===== src/rtl/alu_pkg.sv =====
// Shared widths, opcodes and FSM state encoding for the add_ALU command path.
package alu_pkg;

    localparam int ALU_DATA_W = 3;
    localparam int ALU_RES_W  = 6;
    localparam int ALU_OP_W   = 2;

    localparam logic [ALU_OP_W-1:0] ALU_OP_ADD = 2'b10;

    typedef enum logic [1:0] {
        IDLE,
        EXEC,
        RESP
    } alu_state_e;

endpackage


===== src/rtl/alu_issue_ctrl.sv =====
// Single-outstanding command issuer for add_ALU: registers operands, holds alu_en for
// ALU_LAT cycles, then presents the captured result over a valid/ready response port.
module alu_issue_ctrl
    import alu_pkg::*;
#(
    parameter int DATA_W  = ALU_DATA_W,
    parameter int RES_W   = ALU_RES_W,
    parameter int OP_W    = ALU_OP_W,
    parameter int ALU_LAT = 1,
    parameter int CNT_W   = 8
) (
    input  logic              clk,
    input  logic              rst_n,
    input  logic              cmd_valid,
    output logic              cmd_ready,
    input  logic [OP_W-1:0]   cmd_op,
    input  logic [DATA_W-1:0] cmd_a,
    input  logic [DATA_W-1:0] cmd_b,
    output logic              alu_en,
    output logic [OP_W-1:0]   alu_op,
    output logic [DATA_W-1:0] alu_a,
    output logic [DATA_W-1:0] alu_b,
    input  logic [RES_W-1:0]  alu_dout,
    input  logic              alu_c,
    output logic              rsp_valid,
    input  logic              rsp_ready,
    output logic [RES_W-1:0]  rsp_data,
    output logic              rsp_carry,
    output logic              busy,
    output logic [CNT_W-1:0]  done_cnt
);

    localparam int LAT_W = $clog2(ALU_LAT + 1);

    alu_state_e        state_reg,     state_next;
    logic [LAT_W-1:0]  lat_cnt_reg,   lat_cnt_next;
    logic [OP_W-1:0]   op_reg,        op_next;
    logic [DATA_W-1:0] a_reg,         a_next;
    logic [DATA_W-1:0] b_reg,         b_next;
    logic [RES_W-1:0]  rsp_data_reg,  rsp_data_next;
    logic              rsp_carry_reg, rsp_carry_next;
    logic              rsp_valid_reg, rsp_valid_next;
    logic [CNT_W-1:0]  done_cnt_reg,  done_cnt_next;

    always_ff @(posedge clk or negedge rst_n) begin
        if (!rst_n) begin
            state_reg     <= IDLE;
            lat_cnt_reg   <= '0;
            op_reg        <= '0;
            a_reg         <= '0;
            b_reg         <= '0;
            rsp_data_reg  <= '0;
            rsp_carry_reg <= 1'b0;
            rsp_valid_reg <= 1'b0;
            done_cnt_reg  <= '0;
        end else begin
            state_reg     <= state_next;
            lat_cnt_reg   <= lat_cnt_next;
            op_reg        <= op_next;
            a_reg         <= a_next;
            b_reg         <= b_next;
            rsp_data_reg  <= rsp_data_next;
            rsp_carry_reg <= rsp_carry_next;
            rsp_valid_reg <= rsp_valid_next;
            done_cnt_reg  <= done_cnt_next;
        end
    end

    always_comb begin
        state_next     = state_reg;
        lat_cnt_next   = lat_cnt_reg;
        op_next        = op_reg;
        a_next         = a_reg;
        b_next         = b_reg;
        rsp_data_next  = rsp_data_reg;
        rsp_carry_next = rsp_carry_reg;
        rsp_valid_next = rsp_valid_reg;
        done_cnt_next  = done_cnt_reg;

        case (state_reg)
            IDLE: begin
                if (cmd_valid) begin
                    op_next      = cmd_op;
                    a_next       = cmd_a;
                    b_next       = cmd_b;
                    lat_cnt_next = LAT_W'(ALU_LAT);
                    state_next   = EXEC;
                end
            end
            EXEC: begin
                // The ALU output is sampled on the last enabled edge, when it is guaranteed valid.
                if (lat_cnt_reg == LAT_W'(1)) begin
                    rsp_data_next  = alu_dout;
                    rsp_carry_next = alu_c;
                    rsp_valid_next = 1'b1;
                    lat_cnt_next   = '0;
                    state_next     = RESP;
                end else begin
                    lat_cnt_next = lat_cnt_reg - LAT_W'(1);
                end
            end
            RESP: begin
                if (rsp_ready) begin
                    rsp_valid_next = 1'b0;
                    done_cnt_next  = done_cnt_reg + CNT_W'(1);
                    state_next     = IDLE;
                end
            end
            default: begin
                state_next = IDLE;
            end
        endcase
    end

    assign cmd_ready = (state_reg == IDLE);
    assign alu_en    = (state_reg == EXEC);
    assign busy      = (state_reg != IDLE);
    assign alu_op    = op_reg;
    assign alu_a     = a_reg;
    assign alu_b     = b_reg;
    assign rsp_valid = rsp_valid_reg;
    assign rsp_data  = rsp_data_reg;
    assign rsp_carry = rsp_carry_reg;
    assign done_cnt  = done_cnt_reg;

endmodule


===== config.mk =====
export PLATFORM = sky130hd
export DESIGN_NAME = alu_issue_ctrl
export DESIGN_NICKNAME = d
export VERILOG_FILES = /design/src/rtl/alu_pkg.sv /design/src/rtl/alu_issue_ctrl.sv
export SDC_FILE = /design/constraint.sdc
export NUM_CORES = 1
export LEC_CHECK = 0
export CAP_MARGIN = 10
export CORE_ASPECT_RATIO = 0.75
export CORE_UTILIZATION = 43
export CTS_BUF_LIST = sky130_fd_sc_hd__clkbuf_4
export CTS_CLUSTER_DIAMETER = 40
export DETAILED_ROUTE_END_ITERATION = 10
export PLACE_DENSITY = 0.85
export SLEW_MARGIN = 10
export SYNTH_ARGS = -nofsm -noshare
export SYNTH_HDL_FRONTEND = slang
export SYNTH_SLANG_ARGS = --single-unit

===== constraint.sdc =====
create_clock -name clk -period 1.7 [get_ports clk]
set_clock_uncertainty 0.2 [all_clocks]
set_input_delay 0.425 -clock clk [delete_from_list [all_inputs] [get_ports clk]]
set_output_delay 0.425 -clock clk [all_outputs]
set_load 0.1 [all_outputs]

# ---- After elaboration in Yosys (flattened, before gate mapping)
# Cells that the tools add are included.
dict set report totals {
  regBits 27
  latch_bits 0
  ram_bits 0
  romBits 0
  input_bits 19
  out_inout_bits 27
  elab_cells 36
  n_memories 0
}
dict set report classes {
  n_addsub 2
  mul 0
  div_mod_pow 0
  magnitude_cmp 0
  eq_ne 5
  shift 0
  mux 10
  n_bitwise 0
  reduce_logical 10
}
# cell count
set op_table {}
lappend op_table {{8-bit by 1-bit adder with 8-bit output, second input constant} 1}
lappend op_table {{2-bit AND reduction} 4}
lappend op_table {{2-bit 2-to-1 mux} 3}
lappend op_table {{2-bit case mux with 3 select lines} 1}
lappend op_table {{3-bit AND reduction} 2}
lappend op_table {{2-bit nonzero test} 3}
lappend op_table {{1-bit 2-to-1 mux} 4}
lappend op_table {{2-bit inequality test, second input constant} 2}
lappend op_table {{1-bit case mux with 2 select lines} 2}
lappend op_table {{2-bit by 1-bit == test with 1-bit output, second input constant} 1}
lappend op_table {{2-bit == test, second input constant} 1}
lappend op_table {{2-bit zero test} 1}
lappend op_table {{2-bit by 1-bit inequality test with 1-bit output, second input constant} 1}
lappend op_table {{1-bit subtractor, second input constant} 1}

# ---- Depth between registers and ports, before layout
dict set report depth {
  word_depth 3
  depth_mapped 4
  ltp_nobuf 4
}

# ---- Worst setup path after synthesis
# Ideal clock, no wire load.
dict set report synth_timing {
  kind {register -> output}
  startpoint {register state_reg[1]}
  endpoint {output port busy}
  arrival_time_ns 2.689
  required_ns 1.075
  slack_ns -1.614
  stages_incl_launch_ff 3
  n_path_buf 0
  path_cell_list {dfrtp_1 -> nor2_1 -> inv_1}
}
dict set report synth_via {
  elab_chain_len 1
}
# element line_no
set synth_rtl {}
lappend synth_rtl {{from (decl)} alu_issue_ctrl.sv:35} ;# alu_state_e state_reg, state_next;
lappend synth_rtl {{from (signal assigned)} alu_issue_ctrl.sv:57} ;# state_reg <= state_next;
lappend synth_rtl {{2-bit nonzero test} alu_issue_ctrl.sv:117} ;# assign busy = (state_reg != IDLE);
lappend synth_rtl {{to (decl)} alu_issue_ctrl.sv:29} ;# output logic busy,
# Every way passes these cells.

# ---- Final worst setup path
dict set report layout_timing {
  startpoint {register state_reg[0]}
  endpoint {output port busy}
}
# The elaborated chain is that of the path after synthesis.

==> results.yml <==
placed_design:
  placed_area_um2: 1920
  place_inst: 161
  place_hpwl_mm: 1.97
  place_ws_ns: -0.192
  port_buffers: 45
  gp_congestion: 0.786
sta:
  min_period_ns: 1.85
  hold_viol: 0
  relSlewSlack: 0.827
  setup_violations: 3
  timing.final.ws_setup_ns: -0.154
  rsz0062_at_grt: "true"
  setup_tns_ns: -0.378
  fmax_mhz: 539
  worstMarginPinSlew_ns: 0.257
  finalCritPeriodShare: 1.09
  finalMaxSlewViolations: 0
global_routing:
  grt.overflow.total: 0
  antenna_found_initial: 0
  track_usage: 0.205
  grt_pass1_wl_mm: 3.87
  grt_max_degree: 28
  grt_pass1_vias: 868
clock_tree:
  clk_pin_slew_worst_paths_ns: 0.15
  root_buffer: "clkbuf_4"
  h-tree-depth: 1
  worstSkewPairLatency_ns: 0.35
  cts-hold-fix-buffers: 0
  cts_buffer_depth: 2
  cts_tree: "built"
  cts_made_buffers: 3
  cts_sinks: 27
synth:
  yosysUniqueCellTypes: 21
  synth_top_area_share: 0.624
  synth_fa_ha_area_frac: 0.0116
  synth_top_family_by_area: "multiplexers"
  synth-xor-area-share: 0.0647
  muxShareOfSynthArea: 0.166
  synth_nets: 99
  synth-compound-area-share: 0.00925
  synth_largest_area_cell: "dfrtp_1"
  synth_area_um2: 1080
  ys_seq_area_frac: 0.624
  synth-simple-area-share: 0.103
  synth_area_leaders: "dfrtp_1, mux2_1, mux2_2"
  yosys_warnings: 0
  ys_ff_latch: 27
  netlist_instances: 79
  syn_avg_cell_area_um2: 13.7
layout:
  fin_area_um2: 1980
  areaGrowthSynthToFinish_pct: 83.2
  nNetsFinal: 156
  diodes: 0
  instances_no_fill: 169
  largest_register_ffs: 8
  drive_above_1_share: 0.452
flow_run:
  maxCapViolations: 0
floorplan:
  die_w_um: 59.9
  start_util: 0.461
  placementRows: 15
  io_pins: 46
  core_um2: 2350
  die_h_um: 45.5
  die-area_um2: 2720
setup_path:
  critPathMaxStageDelay_ns: 0.45
  cp.required_ns: 1.07
  crit_fanout: 3
  path_delay_family: "flip-flops"
  r2r-end: "alu_a[2]$_DFFE_PN0P_"
  r2r_slack_ns: 0.04
  rr_startpoint: "state_reg[0]$_DFFE_PN0P_"
  worstSetupStartpointType: "flop"
  critPathBufInv: 2
  crit_arrival_ns: 1.23
  reg2reg_depth: 5
  cpMaxStageDelayCell: "dfrtp_1"
  worstSetupPathType: "flop to primary output"
  cp-end-kind: "primary output"
  crit_chain: "nor2_4 > inv_2 > buf_12"
drt:
  wl_mm: 2.48
  drc: 0
  via_count: 800
  dr.pass1.iters: 3
  vias_per_cell: 4.73
  wire_per_inst_um: 14.6
  drtIter0Drc: 4
  postRouteAntennaNets: 0
hold_path:
  min-delay-path-class: "primary input to async pin"
status:
  outcome: "finished, violations left"
  violations: "setup timing"
[cell usage after synthesis (all sizes together)]
cell     n
inv      4
o21ai    2
ha       1
and2     1
nand2    7
nand4b   1
nor2     3
nand4    1
nand3b   1
dfrtp   27
buf      1
nand3    1
mux2    16
nor4     1
xor2     4
nand2b   1
xnor2    4
nor3     2
nor2b    1
[routing by layer]
layer / global-route usage / vias to the layer above / wire length [um]
li1: - / 377 / -
met1: 0.224 / 385 / 975
met2: 0.356 / 32 / 1300
met3: 0.0795 / 6 / 145
met4: 0.0930 / 0 / 55
met5: 0 / - / 0
[per-stage QoR]
stage          hold WS (ns)   util
5_1_grt               0.229  0.845
3_5_place_dp          0.321  0.819
3_3_place_gp          0.302  0.819
6_report              0.210  0.845
2_1_floorplan       -0.0706      -
4_1_cts               0.214  0.845
[worst max-delay path by stage]
stage / start / cells after the start / to
finish: state_reg[0]$_DFFE_PN0P_ / 3 / busy
floorplan: state_reg[1]$_DFFE_PN0P_ / 2 / busy
global placement: cmd_valid / 4 / alu_a[1]$_DFFE_PN0P_
global route: state_reg[0]$_DFFE_PN0P_ / 3 / busy
detailed placement: cmd_valid / 4 / alu_a[2]$_DFFE_PN0P_
CTS: state_reg[1]$_DFFE_PN0P_ / 3 / busy
[cell families (layout without fill, tap and decap cells)]
kind of cell | after synthesis | in the layout
xor gates and xnor gates | 8 | 8
AOI/OAI and AO/OA | 2 | 2
and+or+nand+nor | 20 | 20
buffers and inverters | 5 | 61
adders and majority gates | 1 | 1
muxes | 16 | 16
DFF | 27 | 27
[final cells by class]
cell class              count  area [um2]
repair buffers             53         806
flip-flops and latches     27         686
multi-input cells          47         404
fillers                   111         363
well taps                  34        42.5
clock buffers               3        22.5
inverters                   4        15.0
clock inverters             1        7.51
[cell usage in the layout, fill, tap and decap left out, types with 2 or more instances in the layout]
cell / synthesis / layout
buf_12: 0 / 29
dfrtp_1: 27 / 19
clkbuf_4: 0 / 3
buf_4: 1 / 6
xor2_1: 4 / 4
nand2_1: 6 / 6
nor3_1: 2 / 2
inv_1: 4 / 3
clkdlybuf4s50_1: 0 / 18
dfrtp_2: 0 / 8
mux2_1: 8 / 8
xnor2_1: 4 / 4
mux2_2: 8 / 8
o21ai_0: 2 / 2
nor2_1: 3 / 2
[worst register-to-register path: stages, from the launching register on]
cell and delay, ns:
dfrtp_1 0.45, nor2_4 0.19, buf_4 0.14, and2_4 0.14
buf_12 0.11, mux2_1 0.32
[repair_timing]
action,4_1_cts,5_1_grt
buffers inserted,4,0
gates resized for setup,2,0
pin swaps,1,2
endpoints found under the setup margin,3,12
Power is not shown: default switching activity piles up to over one toggle a cycle in this logic, so the estimate is an artifact.
